**config.mk**
```make
export PLATFORM = sky130hd
export DESIGN_NAME = qspi_flash_responder
export DESIGN_NICKNAME = d
export VERILOG_FILES = /design/src/rtl/qspi_flash_responder_pkg.sv /design/src/rtl/qspi_flash_responder_shifter.sv /design/src/rtl/qspi_flash_responder.sv
export SDC_FILE = /design/constraint.sdc
export NUM_CORES = 1
export LEC_CHECK = 0
export CAP_MARGIN = 10
export CORE_MARGIN = 8
export CORE_UTILIZATION = 55
export DETAILED_ROUTE_END_ITERATION = 12
export PLACE_DENSITY_LB_ADDON = 0.12
export SLEW_MARGIN = 40
export SYNTH_ARGS = -nofsm -noshare
export SYNTH_HDL_FRONTEND = slang
export SYNTH_SLANG_ARGS = --single-unit
```
**constraint.sdc**
```tcl
create_clock -name clk -period 10.8 [get_ports clk]
set_clock_uncertainty 0.15 [all_clocks]
set_input_delay 1.62 -clock clk [delete_from_list [all_inputs] [get_ports clk]]
set_output_delay 1.62 -clock clk [all_outputs]
set_load 0.005 [all_outputs]
```
**src/rtl/qspi_flash_responder_pkg.sv**
```systemverilog
// Shared opcodes, status-register bit positions and FSM state type for the
// serial-flash responder.
package qspi_flash_responder_pkg;

    localparam logic [7:0] CMD_RDID    = 8'h9F;
    localparam logic [7:0] CMD_MIORDID = 8'hAF;
    localparam logic [7:0] CMD_RDSR    = 8'h05;
    localparam logic [7:0] CMD_RFSR    = 8'h70;
    localparam logic [7:0] CMD_RDVECR  = 8'h65;
    localparam logic [7:0] CMD_WRVECR  = 8'h61;
    localparam logic [7:0] CMD_WREN    = 8'h06;
    localparam logic [7:0] CMD_SE      = 8'hD8;
    localparam logic [7:0] CMD_BE      = 8'hC7;
    localparam logic [7:0] CMD_PP      = 8'h02;

    localparam int SR_WIP      = 0;
    localparam int SR_WEL      = 1;
    localparam int FSR_READY   = 7;
    localparam int VECR_QUAD_N = 7;

    // Bits clocked per frame; saturates once the MSB sets, which is beyond
    // every exact-length check the decoder needs.
    localparam int BIT_CNT_W = 7;

    typedef enum logic [2:0] {
        ST_IDLE,
        ST_CMD,
        ST_ADDR,
        ST_WDATA,
        ST_RDATA,
        ST_IGNORE
    } state_t;

    function automatic logic [7:0] sr_byte(input logic wel, input logic wip);
        sr_byte         = 8'h00;
        sr_byte[SR_WEL] = wel;
        sr_byte[SR_WIP] = wip;
    endfunction

    function automatic logic [7:0] fsr_byte(input logic wip);
        fsr_byte            = 8'h00;
        fsr_byte[FSR_READY] = ~wip;
    endfunction

endpackage

```
**src/rtl/qspi_flash_responder_shifter.sv**
```systemverilog
// Pin front end: synchronizes S/C/DQ into clk, detects C edges, shifts
// 1 or 4 bits per C rise in and drives 1 or 4 bits per C fall out.
module qspi_flash_responder_shifter
    import qspi_flash_responder_pkg::*;
(
    input  logic                 clk,
    input  logic                 reset,
    input  logic                 sel,
    input  logic                 sck,
    input  logic [3:0]           dq,
    input  logic                 quad,
    input  logic                 tx_en,
    input  logic [7:0]           tx_byte,
    output logic                 frame_start,
    output logic                 frame_end,
    output logic                 rx_valid,
    output logic [7:0]           rx_byte,
    output logic [BIT_CNT_W-1:0] bit_count,
    output logic [3:0]           dq_drive,
    output logic [3:0]           dq_en
);

    logic [1:0] sel_sync;
    logic [1:0] sck_sync;
    logic       sel_prev;
    logic       sck_prev;
    logic [3:0] dq_meta;
    logic [3:0] dq_sync;
    logic [7:0] shreg;
    logic [2:0] phase;
    logic [7:0] shreg_next;
    logic [2:0] phase_next;
    logic       active;
    logic       sck_rise;
    logic       sck_fall;

    assign active      = ~sel_sync[1];
    assign sck_rise    =  sck_sync[1] & ~sck_prev;
    assign sck_fall    = ~sck_sync[1] &  sck_prev;
    assign frame_start = ~sel_sync[1] &  sel_prev;
    assign frame_end   =  sel_sync[1] & ~sel_prev;
    assign shreg_next  = quad ? {shreg[3:0], dq_sync} : {shreg[6:0], dq_sync[0]};
    assign phase_next  = phase + (quad ? 3'd4 : 3'd1);

    always_ff @(posedge clk) begin
        dq_meta <= dq;
        dq_sync <= dq_meta;
        if (active && sck_rise) begin
            shreg <= shreg_next;
            if (phase_next == 3'd0) begin
                rx_byte <= shreg_next;
            end
        end
    end

    always_ff @(posedge clk or posedge reset) begin
        if (reset) begin
            sel_sync  <= 2'b11;
            sck_sync  <= 2'b00;
            sel_prev  <= 1'b1;
            sck_prev  <= 1'b0;
            phase     <= 3'd0;
            bit_count <= '0;
            rx_valid  <= 1'b0;
            dq_drive  <= 4'h0;
            dq_en     <= 4'h0;
        end else begin
            sel_sync <= {sel_sync[0], sel};
            sck_sync <= {sck_sync[0], sck};
            sel_prev <= sel_sync[1];
            sck_prev <= sck_sync[1];
            rx_valid <= 1'b0;
            if (frame_start) begin
                phase     <= 3'd0;
                bit_count <= '0;
            end else if (active && sck_rise) begin
                phase <= phase_next;
                if (!bit_count[BIT_CNT_W-1]) begin
                    bit_count <= bit_count + (quad ? BIT_CNT_W'(4) : BIT_CNT_W'(1));
                end
                rx_valid <= (phase_next == 3'd0);
            end
            // phase already counts the bits of the current byte, so it indexes the next bit out
            if (!active) begin
                dq_drive <= 4'h0;
                dq_en    <= 4'h0;
            end else if (sck_fall && tx_en) begin
                dq_en    <= quad ? 4'hF : 4'b0010;
                dq_drive <= quad ? (phase[2] ? tx_byte[3:0] : tx_byte[7:4])
                                 : {2'b00, tx_byte[3'd7 - phase], 1'b0};
            end
        end
    end

endmodule

```
**src/rtl/qspi_flash_responder.sv**
```systemverilog
// N25Q-style serial flash target: command decode, SR/FSR/VECR emulation,
// WEL/WIP flow with busy timer and program/erase requests to a backing store.
module qspi_flash_responder
    import qspi_flash_responder_pkg::*;
#(
    parameter logic [23:0] JEDEC_ID  = 24'h20BA18,
    parameter logic [7:0]  VECR_INIT = 8'hDF,
    parameter int          PP_CYCLES = 64,
    parameter int          SE_CYCLES = 256,
    parameter int          BE_CYCLES = 1024
) (
    input  logic        clk,
    input  logic        reset,
    input  logic        S,
    input  logic        C,
    input  logic [3:0]  DQ_i,
    output logic [3:0]  DQ_o,
    output logic [3:0]  DQ_oe,
    output logic        mem_we,
    output logic [23:0] mem_addr,
    output logic [7:0]  mem_wdata,
    output logic        erase_req,
    output logic        erase_all,
    output logic        busy
);

    localparam int TMAX    = (BE_CYCLES > SE_CYCLES) ? ((BE_CYCLES > PP_CYCLES) ? BE_CYCLES : PP_CYCLES)
                                                     : ((SE_CYCLES > PP_CYCLES) ? SE_CYCLES : PP_CYCLES);
    localparam int TIMER_W = $clog2(TMAX + 1);

    state_t                 state;
    state_t                 decode_state;
    logic [7:0]             cmd;
    logic [7:0]             sel_cmd;
    logic                   wel;
    logic                   wip;
    logic [7:0]             vecr;
    logic [7:0]             vecr_byte;
    logic                   vecr_got;
    logic [23:0]            addr;
    logic [1:0]             addr_cnt;
    logic [7:0]             offset;
    logic                   pp_any;
    logic [1:0]             id_idx;
    logic [1:0]             id_next;
    logic [7:0]             tx_byte;
    logic [7:0]             read_byte;
    logic [TIMER_W-1:0]     timer;
    logic                   quad;
    logic                   frame_start;
    logic                   frame_end;
    logic                   rx_valid;
    logic [7:0]             rx_byte;
    logic [BIT_CNT_W-1:0]   bit_count;

    assign quad    = ~vecr[VECR_QUAD_N];
    assign busy    = wip;
    assign sel_cmd = (state == ST_CMD) ? rx_byte : cmd;
    assign id_next = (id_idx == 2'd2) ? 2'd0 : id_idx + 2'd1;

    qspi_flash_responder_shifter u_shifter (
        .clk         (clk),
        .reset       (reset),
        .sel         (S),
        .sck         (C),
        .dq          (DQ_i),
        .quad        (quad),
        .tx_en       (state == ST_RDATA),
        .tx_byte     (tx_byte),
        .frame_start (frame_start),
        .frame_end   (frame_end),
        .rx_valid    (rx_valid),
        .rx_byte     (rx_byte),
        .bit_count   (bit_count),
        .dq_drive    (DQ_o),
        .dq_en       (DQ_oe)
    );

    always_comb begin
        decode_state = ST_IGNORE;
        case (rx_byte)
            CMD_RDSR, CMD_RFSR:           decode_state = ST_RDATA;
            CMD_RDVECR:                   if (!wip) decode_state = ST_RDATA;
            CMD_RDID:                     if (!wip && !quad) decode_state = ST_RDATA;
            CMD_MIORDID:                  if (!wip && quad) decode_state = ST_RDATA;
            CMD_WREN, CMD_WRVECR, CMD_BE: if (!wip) decode_state = ST_WDATA;
            CMD_SE:                       if (!wip) decode_state = ST_ADDR;
            CMD_PP:                       if (!wip && wel) decode_state = ST_ADDR;
            default:                      decode_state = ST_IGNORE;
        endcase
    end

    // Status bytes are taken live at every byte boundary
    always_comb begin
        read_byte = 8'h00;
        case (sel_cmd)
            CMD_RDID, CMD_MIORDID: read_byte = (id_idx == 2'd0) ? JEDEC_ID[23:16] :
                                               (id_idx == 2'd1) ? JEDEC_ID[15:8] : JEDEC_ID[7:0];
            CMD_RDSR:              read_byte = sr_byte(wel, wip);
            CMD_RFSR:              read_byte = fsr_byte(wip);
            CMD_RDVECR:            read_byte = vecr;
            default:               read_byte = 8'h00;
        endcase
    end

    always_ff @(posedge clk) begin
        if (rx_valid && state == ST_ADDR) begin
            addr <= {addr[15:0], rx_byte};
        end
        if (rx_valid && state == ST_WDATA && cmd == CMD_WRVECR && !vecr_got) begin
            vecr_byte <= rx_byte;
        end
    end

    always_ff @(posedge clk or posedge reset) begin
        if (reset) begin
            state     <= ST_IDLE;
            cmd       <= 8'h00;
            wel       <= 1'b0;
            wip       <= 1'b0;
            vecr      <= VECR_INIT;
            vecr_got  <= 1'b0;
            addr_cnt  <= 2'd0;
            offset    <= 8'h00;
            pp_any    <= 1'b0;
            id_idx    <= 2'd0;
            tx_byte   <= 8'h00;
            timer     <= '0;
            mem_we    <= 1'b0;
            mem_addr  <= 24'h0;
            mem_wdata <= 8'h00;
            erase_req <= 1'b0;
            erase_all <= 1'b0;
        end else begin
            mem_we    <= 1'b0;
            erase_req <= 1'b0;
            if (wip) begin
                timer <= timer - TIMER_W'(1);
                if (timer == TIMER_W'(1)) begin
                    wip <= 1'b0;
                    wel <= 1'b0;
                end
            end
            if (frame_start) begin
                state    <= ST_CMD;
                addr_cnt <= 2'd0;
                id_idx   <= 2'd0;
                pp_any   <= 1'b0;
                vecr_got <= 1'b0;
            end else if (frame_end) begin
                state <= ST_IDLE;
                // Only frames that reached WDATA can commit; partial frames fall through
                if (state == ST_WDATA) begin
                    case (cmd)
                        CMD_WREN: if (bit_count == BIT_CNT_W'(8)) wel <= 1'b1;
                        CMD_WRVECR: if (wel && bit_count >= BIT_CNT_W'(16)) begin
                            vecr <= vecr_byte;
                            wel  <= 1'b0;
                        end
                        CMD_SE: if (wel && bit_count == BIT_CNT_W'(32)) begin
                            erase_req <= 1'b1;
                            erase_all <= 1'b0;
                            mem_addr  <= addr;
                            wip       <= 1'b1;
                            wel       <= 1'b0;
                            timer     <= TIMER_W'(SE_CYCLES);
                        end
                        CMD_BE: if (wel && bit_count == BIT_CNT_W'(8)) begin
                            erase_req <= 1'b1;
                            erase_all <= 1'b1;
                            wip       <= 1'b1;
                            wel       <= 1'b0;
                            timer     <= TIMER_W'(BE_CYCLES);
                        end
                        CMD_PP: if (pp_any) begin
                            wip   <= 1'b1;
                            wel   <= 1'b0;
                            timer <= TIMER_W'(PP_CYCLES);
                        end
                        default: ;
                    endcase
                end
            end else if (rx_valid) begin
                case (state)
                    ST_CMD: begin
                        cmd     <= rx_byte;
                        state   <= decode_state;
                        tx_byte <= read_byte;
                        id_idx  <= id_next;
                    end
                    ST_ADDR: begin
                        addr_cnt <= addr_cnt + 2'd1;
                        if (addr_cnt == 2'd2) begin
                            state  <= ST_WDATA;
                            offset <= rx_byte;
                        end
                    end
                    ST_WDATA: begin
                        if (cmd == CMD_PP) begin
                            mem_we    <= 1'b1;
                            mem_addr  <= {addr[23:8], offset};
                            mem_wdata <= rx_byte;
                            offset    <= offset + 8'd1;
                            pp_any    <= 1'b1;
                        end else if (cmd == CMD_WRVECR) begin
                            vecr_got <= 1'b1;
                        end
                    end
                    ST_RDATA: begin
                        tx_byte <= read_byte;
                        id_idx  <= id_next;
                    end
                    default: ;
                endcase
            end
        end
    end

endmodule

```
==> metrics, run 1 <==
share of the synthesized area in the top cell type 33.69%; TritonCTS Buffers 17; n_diodes 0; post-DP HPWL 10840 um; #FFs+latches synth 167; largest stage delay on the critical path 680 ps; clock sink count 167; endpoint class of the critical path output port; critical path class reg2out; Static Leak 3.579 nW; maximum number of pins on one net before global-route repair 70; CTS max path bufs 2; H-tree lvl count 4; max-cap viol count 0; vias per inst 5.841; Starting DRT DRC Count 381; Worst Hold Class reg2reg; P per Cell Area 152.4 mW/mm^2; clk slew on worst S/H paths 60 ps; final setup vio count 0; Resized Gates After CTS 0; Synth Area in Compound Gates 8.851%; Area contributors post-synth dfrtp_1, edfxtp_1, mux2_2; Seq/Total Area, Yosys 57.89%; Area growth, synth to finish 15.37%; overall routing resource usage 18.72%; number of synthesized flops with an enable pin 47; fin cells 875; drt pass-1 iters 4; count of input and output buffers 51; full die area 0.01779 mm^2; cell taking the most area after synthesis dfrtp_1; WP data required 9030 ps; Syn Inst Count 643; die extent in y 133.4 um; antenna violations before repair 0; num ports 52; final worst path period need 3485 ps; Slew Viols, Final 0; worst-skew pair later-pin latency 430 ps; post-synthesis mux area share 10.52%; fmax 286.9 MHz; per-cell routed wire length 18.32 um; XOR/XNOR share of the synthesized area 2.196%; count leader, synth dfrtp_1; first-pass GRT wire length 26700 um; Routed WL 16030 um; Starting Density 55.45%; core area 0.01367 mm^2; Synth Net Count 662; async set-reset flop share out of synthesis 67.07%; adder-cell share of the synthesized area 1.816%; Fin Hold WS 176.9 ps; Worst Tran Pin Value 790.3 ps; Post-CTS Setup Bufs 0; crit start category flip-flop; Cell variety after synth 73; CTS root buffer clkbuf_16; vias in the first global route 5212; Synth Cell Area 0.007577 mm^2; Cell Chain, Critical Path clkdlybuf4s50_1; post-synthesis simple-gate area fraction 15.89%; dpl cells 843; main combinational cell family by area after synthesis simple AND/OR/NAND/NOR gates; grt ovf 0; Worst Path Buf+Inv 1; nets@finish 701; most used flip-flop cell after synthesis dfrtp_1; RSZ-0062 raised after global routing false; post-route clock period utilization 32.27%; slowest stage cell, crit path dfrtp_1; Sum Neg Setup Slack 0 ps; final RePlAce weighted congestion 0.8861; Synth Area per Inst 11.78 um^2; Critical Path Fanout Max 14; Final Hold Viols 0; Post-CTS Hold Buffers 0; Slew Limit Headroom 47.12%; fill count 1063; post-place instance area 0.008193 mm^2; status finished clean; Die X 133.4 um; CP arrival 1720 ps; vias 5111; CTS tree done; DRC 0; worst vdd ir 0.1325 mV; top cells by count, synth dfrtp_1, mux2_2, nor2_1; yosys warns 0; share of cells above drive strength 1 17.84%; Detail Route Antenna Nets 0; placement row count 43; CP delay by family, top flip-flops; Final Cell Area 0.008742 mm^2
==> where the power goes <==
part           switching, mW  internal, mW  leakage [nW]
Clock                  0.245         0.320         0.258
Combinational         0.0497        0.0317          1.32
Sequential            0.0226         0.663          2.00
==> area by class of cell <==
class	instances	area, um^2	area share [%]
Clock inverter	13	103.9	1.188
Inverter	15	58.81	0.6727
Tap cell	180	225.2	2.576
Timing Repair Buffer	55	544.3	6.226
Sequential cell	167	4387	50.18
Clock buffer	19	442.9	5.067
Multi-Input combinational cell	426	2980	34.09
==> per-stage QoR <==
step           power (mW)  setup slack, ps  utilization [%]
5_1_grt             1.380             7250            63.97
3_5_place_dp       0.7773             7510            59.95
2_1_floorplan      0.7533             6088                -
6_report            1.332             7315            63.97
4_1_cts             1.344             7321            63.95
3_3_place_gp       0.7742             7251            59.91
==> worst paths after layout <==
check                                      from                   end  slack [ps]  cells after the start
hold / removal             u_shifter.dq_meta[1]  u_shifter.dq_sync[1]         180                      0
setup / recovery                           busy                  busy        7310                      1
min in group asynchronous                 reset          mem_addr[22]        1460                      2
hold reg to reg            u_shifter.dq_meta[1]  u_shifter.dq_sync[1]         180                      0
setup reg to reg                       state[0]          vecr_byte[7]        7570                      4
max in group asynchronous                 reset            tx_byte[3]        8030                      3
==> flip-flops by register name (all words and copies together), names as in the netlist, 3 cells and up <==
register / flops
offset: 8
timer: 11
cmd: 8
tx_byte: 8
u_shifter.shreg: 7
vecr_byte: 8
vecr: 8
u_shifter.dq_sync: 4
u_shifter.dq_drive: 4
u_shifter.rx_byte: 8
mem_addr: 24
mem_wdata: 8
state: 3
u_shifter.bit_count: 7
u_shifter.phase: 3
u_shifter.dq_meta: 4
addr: 24
==> cell families (layout without fill, tap and decap cells) <==
family,after synthesis,count (layout)
AOI/OAI and AO/OA,105,105
xor gates and xnor gates,19,19
adders and majority gates,11,11
buffers and inverters,50,102
DFF,167,167
muxes,72,72
and+or+nand+nor,219,219
==> routing by layer <==
layer	global-route usage [%]	wire length (um)	vias to the layer above
li1	-	-	2421
met1	24.10	7241	2583
met2	30.19	7898	90
met3	5.083	704	17
met4	5.864	186	0
met5	0	0	-
==> placed cells by master, fill, tap and decap left out, drive strengths merged, types with 7 or more instances in the layout <==
master         count
dfrtp            102
mux2              61
clkdlybuf4s50     51
nor2              48
edfxtp            47
nand2             45
a21oi             36
nor3              23
nand3             21
o21ai             21
clkbuf            19
inv               17
xnor2             15
mux2i             11
ha                11
dfstp             10
nand2b             9
nor4               8
nor2b              8
dfxtp              8
o22ai              7
or3                7
nor3b              7
a211oi             7
and3               7
No activity file was read; power rests on OpenSTA's default activity.
==> run 2: changes to the inputs <==
--- a/config.mk
+++ b/config.mk
@@ -7,7 +7,7 @@
 export LEC_CHECK = 0
 export CAP_MARGIN = 10
 export CORE_MARGIN = 8
-export CORE_UTILIZATION = 55
+export CORE_UTILIZATION = 53
 export DETAILED_ROUTE_END_ITERATION = 12
 export PLACE_DENSITY_LB_ADDON = 0.12
 export SLEW_MARGIN = 40
==> constraint.sdc (replaced) <==
create_clock -name clk -period 3.2 [get_ports clk]
set_clock_uncertainty 0.15 [all_clocks]
set_input_delay 0.48 -clock clk [delete_from_list [all_inputs] [get_ports clk]]
set_output_delay 0.48 -clock clk [all_outputs]
set_load 0.005 [all_outputs]
==> run 2 against run 1 <==
Net effect:
- register-to-register slack lost 7200 ps
- sequential power grew to 3.4 times the previous value
- cell count grew 1.3%
- clock-buffer cell count shrank 1
- core utilization shrank 0.27 points
- combinational power grew to 3.4 times the previous value
- critical path depth grew 6
- via count grew 2.5%
- total power grew to 3.5 times the previous value
- flip-flop and latch count is the same
- die area grew 3.3%
- critical path type is now reg2reg
==> metrics, run 2 (synthesis gave the netlist of run 1 again) <==
Starting DRT DRC Count 400; Routed WL 16260 um; Critical Path Fanout Max 13; RSZ-0062 raised after global routing false; TritonCTS Buffers 17; final setup vio count 0; Die X 135.6 um; WP data required 3330 ps; antenna violations before repair 0; largest stage delay on the critical path 640 ps; Clock power frac 43.6%; vias per inst 5.915; num ports 52; overall routing resource usage 18.27%; clock sink count 167; vias in the first global route 5062; Static Leak 3.664 nW; fill count 1057; final RePlAce weighted congestion 0.8329; slowest stage cell, crit path dfstp_2; share of cells above drive strength 1 19.26%; grt met2 use 28.88%; Core Util, Final 63.70%; Slew Viols, Final 0; Worst Tran Pin Value 753.0 ps; Post-CTS Hold Buffers 0; crit start category flip-flop; n_diodes 0; critical path class reg2reg; met1 usage 23.69%; Pint 3.461 mW; Cell Chain, Critical Path inv_1 -> ha_1 -> and4bb_2 -> nand2_1 -> a21o_1 -> a211oi_2 -> a211oi_1; GR peak layer met2; Flop pwr share 50.3%; Sw Ratio 24.78%; H-tree lvl count 4; most frequent cells in the layout dfrtp_1, mux2_2, clkdlybuf4s50_1; die extent in y 135.6 um; Worst Hold Class reg2reg; commonest non-fill, non-tap cell in the layout dfrtp_1; CTS max path bufs 2; Post-CTS Setup Bufs 0; critical path capture point timer[1]; maximum number of pins on one net before global-route repair 45; Reg2Reg Depth 7; Detail Route Antenna Nets 0; worst vdd ir 0.5923 mV; per-cell routed wire length 18.36 um; P per Cell Area 518.4 mW/mm^2; Slew Limit Headroom 49.80%; Sum Neg Setup Slack 0 ps; final worst path period need 2831 ps; post-DP HPWL 11120 um; CTS root buffer clkbuf_16; fmax 353.2 MHz; post-route clock period utilization 88.48%; max-cap viol count 0; worst-skew pair later-pin latency 440 ps; crit path from u_shifter.sel_sync[1]; Resized Gates After CTS 0; Area growth, synth to finish 17.14%; nets@finish 712; biggest regs addr x24, mem_addr x24, timer x11; full die area 0.01838 mm^2; Final Hold Viols 0; vias 5241; Psw 1.140 mW; CTS tree done; status finished clean; placement row count 43; DRC 0; drt pass-1 iters 5; core area 0.01393 mm^2; part of the power in combinational logic 6.1%; first-pass GRT wire length 26350 um; R2R Path Start u_shifter.sel_sync[1]; Starting Density 54.38%; met3 Usage GRT 4.266%; clk slew on worst S/H paths 70 ps; grt ovf 0; CP arrival 2960 ps; count of input and output buffers 51; reg2reg setup slack 370 ps; r2r endpoint timer[1]; endpoint class of the critical path flip-flop; Power Total 4.602 mW
run 2: changes by cell type in the layout (fill, tap and decap cells not counted), moves of 2 or more:
cell / before / now
buf_4: 3 / 13
clkinv_4: 0 / 4
clkinv_1: 3 / 0
buf_12: 0 / 2
clkinv_2: 3 / 1
ha_1: 9 / 11
ha_2: 2 / 0
inv_8: 0 / 2
run 2: worst min path at each step:
stage	from	endpoint	slack (ps)	cells past startpoint
2_1_floorplan	u_shifter.dq_meta[0]	u_shifter.dq_sync[0]	160	0
3_3_place_gp	u_shifter.dq_meta[0]	u_shifter.dq_sync[0]	160	0
3_5_place_dp	u_shifter.dq_meta[0]	u_shifter.dq_sync[0]	160	0
4_1_cts	u_shifter.dq_meta[0]	u_shifter.dq_sync[0]	180	0
5_1_grt	u_shifter.dq_meta[0]	u_shifter.dq_sync[0]	180	0
6_report	u_shifter.dq_meta[2]	u_shifter.dq_sync[2]	180	0
run 2: cell type report:
cell class	count	area (um^2)	share of cell area, %
clock buffers	18	439.2	4.948
well taps	180	225.2	2.537
multi-input cells	426	2975	33.52
flip-flops and latches	167	4387	49.42
clock inverters	14	141.4	1.593
repair buffers	66	648.1	7.302
inverters	15	60.06	0.6766
run 2: per-stage QoR:
step                std cells  cell area (um^2)  hold WS [ps]  setup slack [ps]
floorplan                 643              7581         159.6             732.0
global placement          854              8295         160.6             510.5
detailed placement        854              8295         162.1             364.4
CTS                       886              8876         175.7             367.7
global route              886              8876         175.5             147.8
finish                    886              8876         177.0             368.8
run 2: layer usage:
layer | vias to the layer above | share of wire [%]
met5 | - | 0
met4 | 0 | 1.9
met3 | 29 | 6.1
met2 | 181 | 47
met1 | 2581 | 45
li1 | 2450 | -
run 2: power groups by stage:
stage | Clock (mW) | Combinational (mW) | Sequential (mW)
2_1_floorplan | 0 | 0.234 | 2.31
3_3_place_gp | 0 | 0.272 | 2.35
3_5_place_dp | 0 | 0.279 | 2.35
4_1_cts | 2.04 | 0.280 | 2.31
5_1_grt | 2.13 | 0.310 | 2.32
6_report | 2.01 | 0.280 | 2.31
run 2: worst max-delay path, delay by kind of cell, from the launching register on:
kind                       cells  cell delay [ps]
AOI/OAI and AO/OA              3              870
adders and majority gates      1              350
buffers and inverters          1               70
DFF                            1              640
and+or+nand+nor                2              590
==> patch 1 (settings of run 1) <==
Change the parameter `SE_CYCLES` from 256 to 512.
--- a/src/rtl/qspi_flash_responder.sv
+++ b/src/rtl/qspi_flash_responder.sv
@@ -6,7 +6,7 @@
     parameter logic [23:0] JEDEC_ID  = 24'h20BA18,
     parameter logic [7:0]  VECR_INIT = 8'hDF,
     parameter int          PP_CYCLES = 64,
-    parameter int          SE_CYCLES = 256,
+    parameter int          SE_CYCLES = 512,
     parameter int          BE_CYCLES = 1024
 ) (
     input  logic        clk,
Formal check against the unedited RTL: no difference found for any inputs over 4 cycles, from zero or initial values and one cycle with reset high; that may be too few to reach the edited logic, so the function may still have changed.
==> patch 1 against run 1 <==
Synthesized area about the same; power up 9.8%; sequential cell count unchanged; final area up 0.36%; wire length up 0.39%; clock power up 6.0%; via count up 1.2%; critical path depth unchanged; sequential power up 5.2%; setup slack better by 0.046 ns; synthesized cell count down 1.1%.
==> patch 1: results (changes against run 1) <==
detailed_routing:
  vias_per_cell: 5.97  # was 5.84
  dr.pass1.iters: 5  # was 4
  met3_length_um: 841  # was 704 µm
  drt-wirelength-per-cell_um: 18.6  # was 18.3 µm
  route.layer.met1.wl_um: 7020  # was 7240 µm
  routed-wl-met2_um: 7860  # was 7900 µm
  drtIter0Drc: 313  # was 381
layout:
  nNetsFinal: 692  # was 701
  drive_above_1_share: 0.178  # about the same
  fillers: 1069  # was 1063
  instances_no_fill: 866  # was 875
pwr:
  swShare: 0.258  # was 0.238
  p_total_mw: 1.46  # was 1.33 mW
  powerComb_mw: 0.141  # was 0.0814 mW
  clockPowerShare: 0.410  # was 0.424
  ir_drop_mv: 0.105  # was 0.132 mV
  power.leakage_nw: 3.62  # was 3.58 nW
logic_synthesis:
  syn_nets: 655  # was 662
  synth_edf_count: 47  # unchanged
  ys_warn_count: 0  # unchanged
  synthAdderAreaFrac: 0.0182  # about the same
  synthXorXnorAreaFrac: 0.0208  # was 0.0220
  yosys-mux-area-fraction: 0.107  # was 0.105
  synth_compound_gate_area_share: 0.0921  # was 0.0885
  synth_common_cells: "dfrtp_1 (102), mux2_2 (63), nor2_1 (50), edfxtp_1 (47), nand2_1 (44)"  # was dfrtp_1 (102), mux2_2 (61), nor2_1 (48), edfxtp_1 (47), nand2_1 (45)
  avgSynthCellArea_um2: 11.9  # was 11.8 µm²
  yosys.cell_types.count: 67  # was 73
  seq_area_frac_synth: 0.580  # was 0.579
  synth.area.top_cells: "dfrtp_1 (34%), edfxtp_1 (19%), mux2_2 (9.4%)"  # was dfrtp_1 (34%), edfxtp_1 (19%), mux2_2 (9.1%)
cts:
  cts_made_buffers: 17  # unchanged
global_routing:
  grt_max_degree: 72  # was 70
  grt_pass1_vias: 5486  # was 5212
  grt_usage: 0.190  # was 0.187
  grt_pass1_wl_um: 27300  # was 26700 µm
  gr-usage-met1: 0.230  # was 0.241
  met3_usage: 0.0493  # was 0.0508
  grt_use_met2: 0.309  # was 0.302
worst_setup_path:
  arrival_ns: 1.67  # was 1.72 ns
  slowest_delay_ns: 0.65  # was 0.68 ns
  crit_path_max_fanout: 13  # was 14
placed_design:
  post-place-ws_ns: 7.52  # was 7.51 ns
  dp_cells: 834  # was 843
  dpl_cell_area_um2: 8190  # about the same
  globalplace.congestion: 0.882  # was 0.886
  dp_hpwl_um: 10700  # was 10800 µm
status:
  status: "complete, no violations"  # unchanged
timing:
  worst_slew_pin_slew_ns: 0.794  # was 0.790 ns
==> patch 1: changes by cell type after synthesis, sizes merged, moves of 3 or more <==
| cell | delta |
|---|---|
| o21ai | -5 |
| nand3b | +4 |
| a211o | +3 |
| a221o | +3 |
| a2bb2oi | -3 |
| inv | -3 |
| nand3 | -3 |
| or4bb | +3 |
| xnor2 | -3 |
==> patch 1: logic make-up (layout without fill, tap and decap cells) <==
kind of cell    count (synthesis)  in the layout
flops                         167            167
simple gates                  214            214
mux                            73             73
buf+inv                        48             98
fa+ha+maj                      11             11
xor+xnor                       18             18
compound gates                105            105
==> patch 1: cell type report <==
class | instances | area, µm² | area share
clock buffer | 20 | 437 | 0.0498
clock inverter | 12 | 140 | 0.0160
inverter | 12 | 47.5 | 0.00542
multi-input combinational | 421 | 3000 | 0.342
sequential | 167 | 4390 | 0.500
tap | 180 | 225 | 0.0257
timing repair buffer | 54 | 537 | 0.0612
==> patch 1: worst register-to-register path, cell delays in order, from the launching register on <==
cell,delay (ns)
dfrtp_1,0.52
xnor2_1,0.19
nor3b_1,0.51
nand2_1,0.43
nor3b_1,0.71
a221o_1,0.26
==> patch 1: final timing paths <==
path	start	end	slack, ns	depth (start not counted)
max	busy	busy	7.36	1
min	u_shifter.dq_meta[3]	u_shifter.dq_sync[3]	0.18	0
max reg2reg	state[2]	tx_byte[4]	7.96	5
min reg2reg	u_shifter.dq_meta[3]	u_shifter.dq_sync[3]	0.18	0
max in group asynchronous	reset	tx_byte[4]	8.02	3
min in group asynchronous	reset	timer[1]	1.44	2
==> patch 2 (settings of run 1) <==
Made on the original files. Reset style: synchronous (`reset`), changed in 2 clocked blocks.
--- a/src/rtl/qspi_flash_responder_shifter.sv
+++ b/src/rtl/qspi_flash_responder_shifter.sv
@@ -53,7 +53,7 @@
         end
     end
 
-    always_ff @(posedge clk or posedge reset) begin
+    always_ff @(posedge clk) begin
         if (reset) begin
             sel_sync  <= 2'b11;
             sck_sync  <= 2'b00;
--- a/src/rtl/qspi_flash_responder.sv
+++ b/src/rtl/qspi_flash_responder.sv
@@ -112,7 +112,7 @@
         end
     end
 
-    always_ff @(posedge clk or posedge reset) begin
+    always_ff @(posedge clk) begin
         if (reset) begin
             state     <= ST_IDLE;
             cmd       <= 8'h00;
Behaviour: no difference found for any inputs over 4 cycles, from zero or initial values and one cycle with reset high; that may be too few to reach the edited logic, so the function may still have changed.
==> patch 2 against run 1 <==
Core utilization rose by 0.82 points; sequential share of layout area fell by 5.4 points; synthesized area fell by 3.3%; setup slack improved by 0.016 ns; wire length rose by 2.9%; first-iteration DRC count rose by 19%; final area fell by 2.6%; fmax rose by 0.46%; highest routed layer unchanged; sequential cell count did not move.
Power is not compared: it rests on default switching activity, and its combinational part moved more than twofold at a synthesized area within 25%.
==> patch 2: results (changes against run 1) <==
status:
  status: "complete, no violations"  # unchanged
worst_setup_path:
  worst_r2r_startpoint: "state[1]"  # was state[0]
  ff2ff_path_depth: 3  # was 4
  crit_path_max_fanout: 13  # was 14
  r2r_slack_ns: 8.10  # was 7.57 ns
  r2r-end: "vecr_byte[3]"  # was vecr_byte[7]
  slowest_stage: "dfxtp_1"  # was dfrtp_1
layout:
  multi_input_area_share: 0.387  # was 0.341
  seqCellArea_um2: 3810  # was 4390 µm²
  clock_cell_area_share: 0.0710  # was 0.0625
  nNonClkBuffers: 54  # was 55
  final_area_um2: 8510  # was 8740 µm²
  fillers: 1081  # was 1063
  nNetsFinal: 763  # was 701
  num-multi-input-gates: 491  # was 426
  inverters_excl_clock: 13  # was 15
detailed_routing:
  routed_wl_um: 16500  # was 16000 µm
  vias_per_cell: 5.82  # was 5.84
  vias: 5431  # was 5111
  dr.pass1.iters: 5  # was 4
  drtIter0Drc: 453  # was 381
logic_synthesis:
  yosysMostFrequentCell: "dfxtp_1"  # was dfrtp_1
  synth.area.top_cells: "dfxtp_1 (33%), edfxtp_1 (19%), mux2i_1 (8.2%)"  # was dfrtp_1 (34%), edfxtp_1 (19%), mux2_2 (9.1%)
  yosys.cell_types.count: 71  # was 73
  avgSynthCellArea_um2: 10.3  # was 11.8 µm²
  synth_common_cells: "dfxtp_1 (120), nand2_1 (84), nor2_1 (71), mux2i_1 (60), edfxtp_1 (47)"  # was dfrtp_1 (102), mux2_2 (61), nor2_1 (48), edfxtp_1 (47), nand2_1 (45)
  seq_area_frac_synth: 0.520  # was 0.579
timing:
  timing.hold.ws_ns: 0.178  # was 0.177 ns
  worst_slew_pin_slew_ns: 0.850  # was 0.790 ns
placed_design:
  globalplace.congestion: 0.973  # was 0.886
  dp_cells: 901  # was 843
  dpl_cell_area_um2: 7900  # was 8190 µm²
  dp_hpwl_um: 11100  # was 10800 µm
  post-place-ws_ns: 7.45  # was 7.51 ns
worst_hold_path:
  hold_depth: 0  # unchanged
  min-delay-start: "u_shifter.dq_meta[0]"  # was u_shifter.dq_meta[1]
pwr:
  power.leakage_nw: 2.87
floorplanning:
  rows: 42  # was 43
global_routing:
  grt_pass1_wl_um: 26800  # was 26700 µm
  grt_max_degree: 56  # was 70
  grt_pass1_vias: 5331  # was 5212
  grt_usage: 0.189  # was 0.187
==> patch 2: cell types whose count changed after synthesis, moves of 6 or more <==
cell and change:
a21oi_1 -10, dfrtp_1 -102, dfstp_2 -10, dfxtp_1 +112, mux2_2 -52, mux2i_1 +49
nand2_1 +39, nor2_1 +23, nor4_1 +7, o211ai_1 +8, o41ai_1 +6
==> patch 2: layer usage <==
layer / track usage / vias up / share of wire
met1: 0.236 / 2594 / 0.44
met5: 0 / - / 0
met2: 0.310 / 182 / 0.48
met3: 0.0419 / 25 / 0.058
met4: 0.0817 / 0 / 0.016
li1: - / 2630 / -
==> patch 2: kinds of logic (layout without fill, tap and decap cells) <==
kind of cell | after synthesis | count (layout) | synth area share
xor+xnor | 23 | 23 | 0.0275
flops | 167 | 167 | 0.520
simple gates | 278 | 278 | 0.195
mux | 69 | 69 | 0.0958
buf+inv | 54 | 99 | 0.0309
compound gates | 110 | 110 | 0.112
fa+ha+maj | 11 | 11 | 0.0188
==> patch 2: how the worst max path moves through the flow <==
| stage | slack, ns | depth (start not counted) | end | from |
|---|---|---|---|---|
| floorplan | 7.95 | 5 | addr_cnt[0] | reset |
| global placement | 7.17 | 5 | u_shifter.dq_drive[1] | reset |
| detailed placement | 7.45 | 5 | u_shifter.dq_drive[1] | reset |
| CTS | 7.32 | 1 | busy | busy |
| global route | 7.28 | 1 | busy | busy |
| finish | 7.33 | 1 | busy | busy |
==> patch 2: power by group <==
part | leakage (nW) | internal [mW] | switching [mW]
logic | 1.19 | 0.00759 | 0.0150
clock network | 0.288 | 0.353 | 0.259
registers | 1.39 | 0.643 | 0.00187
total | 2.87 | 1.00 | 0.276
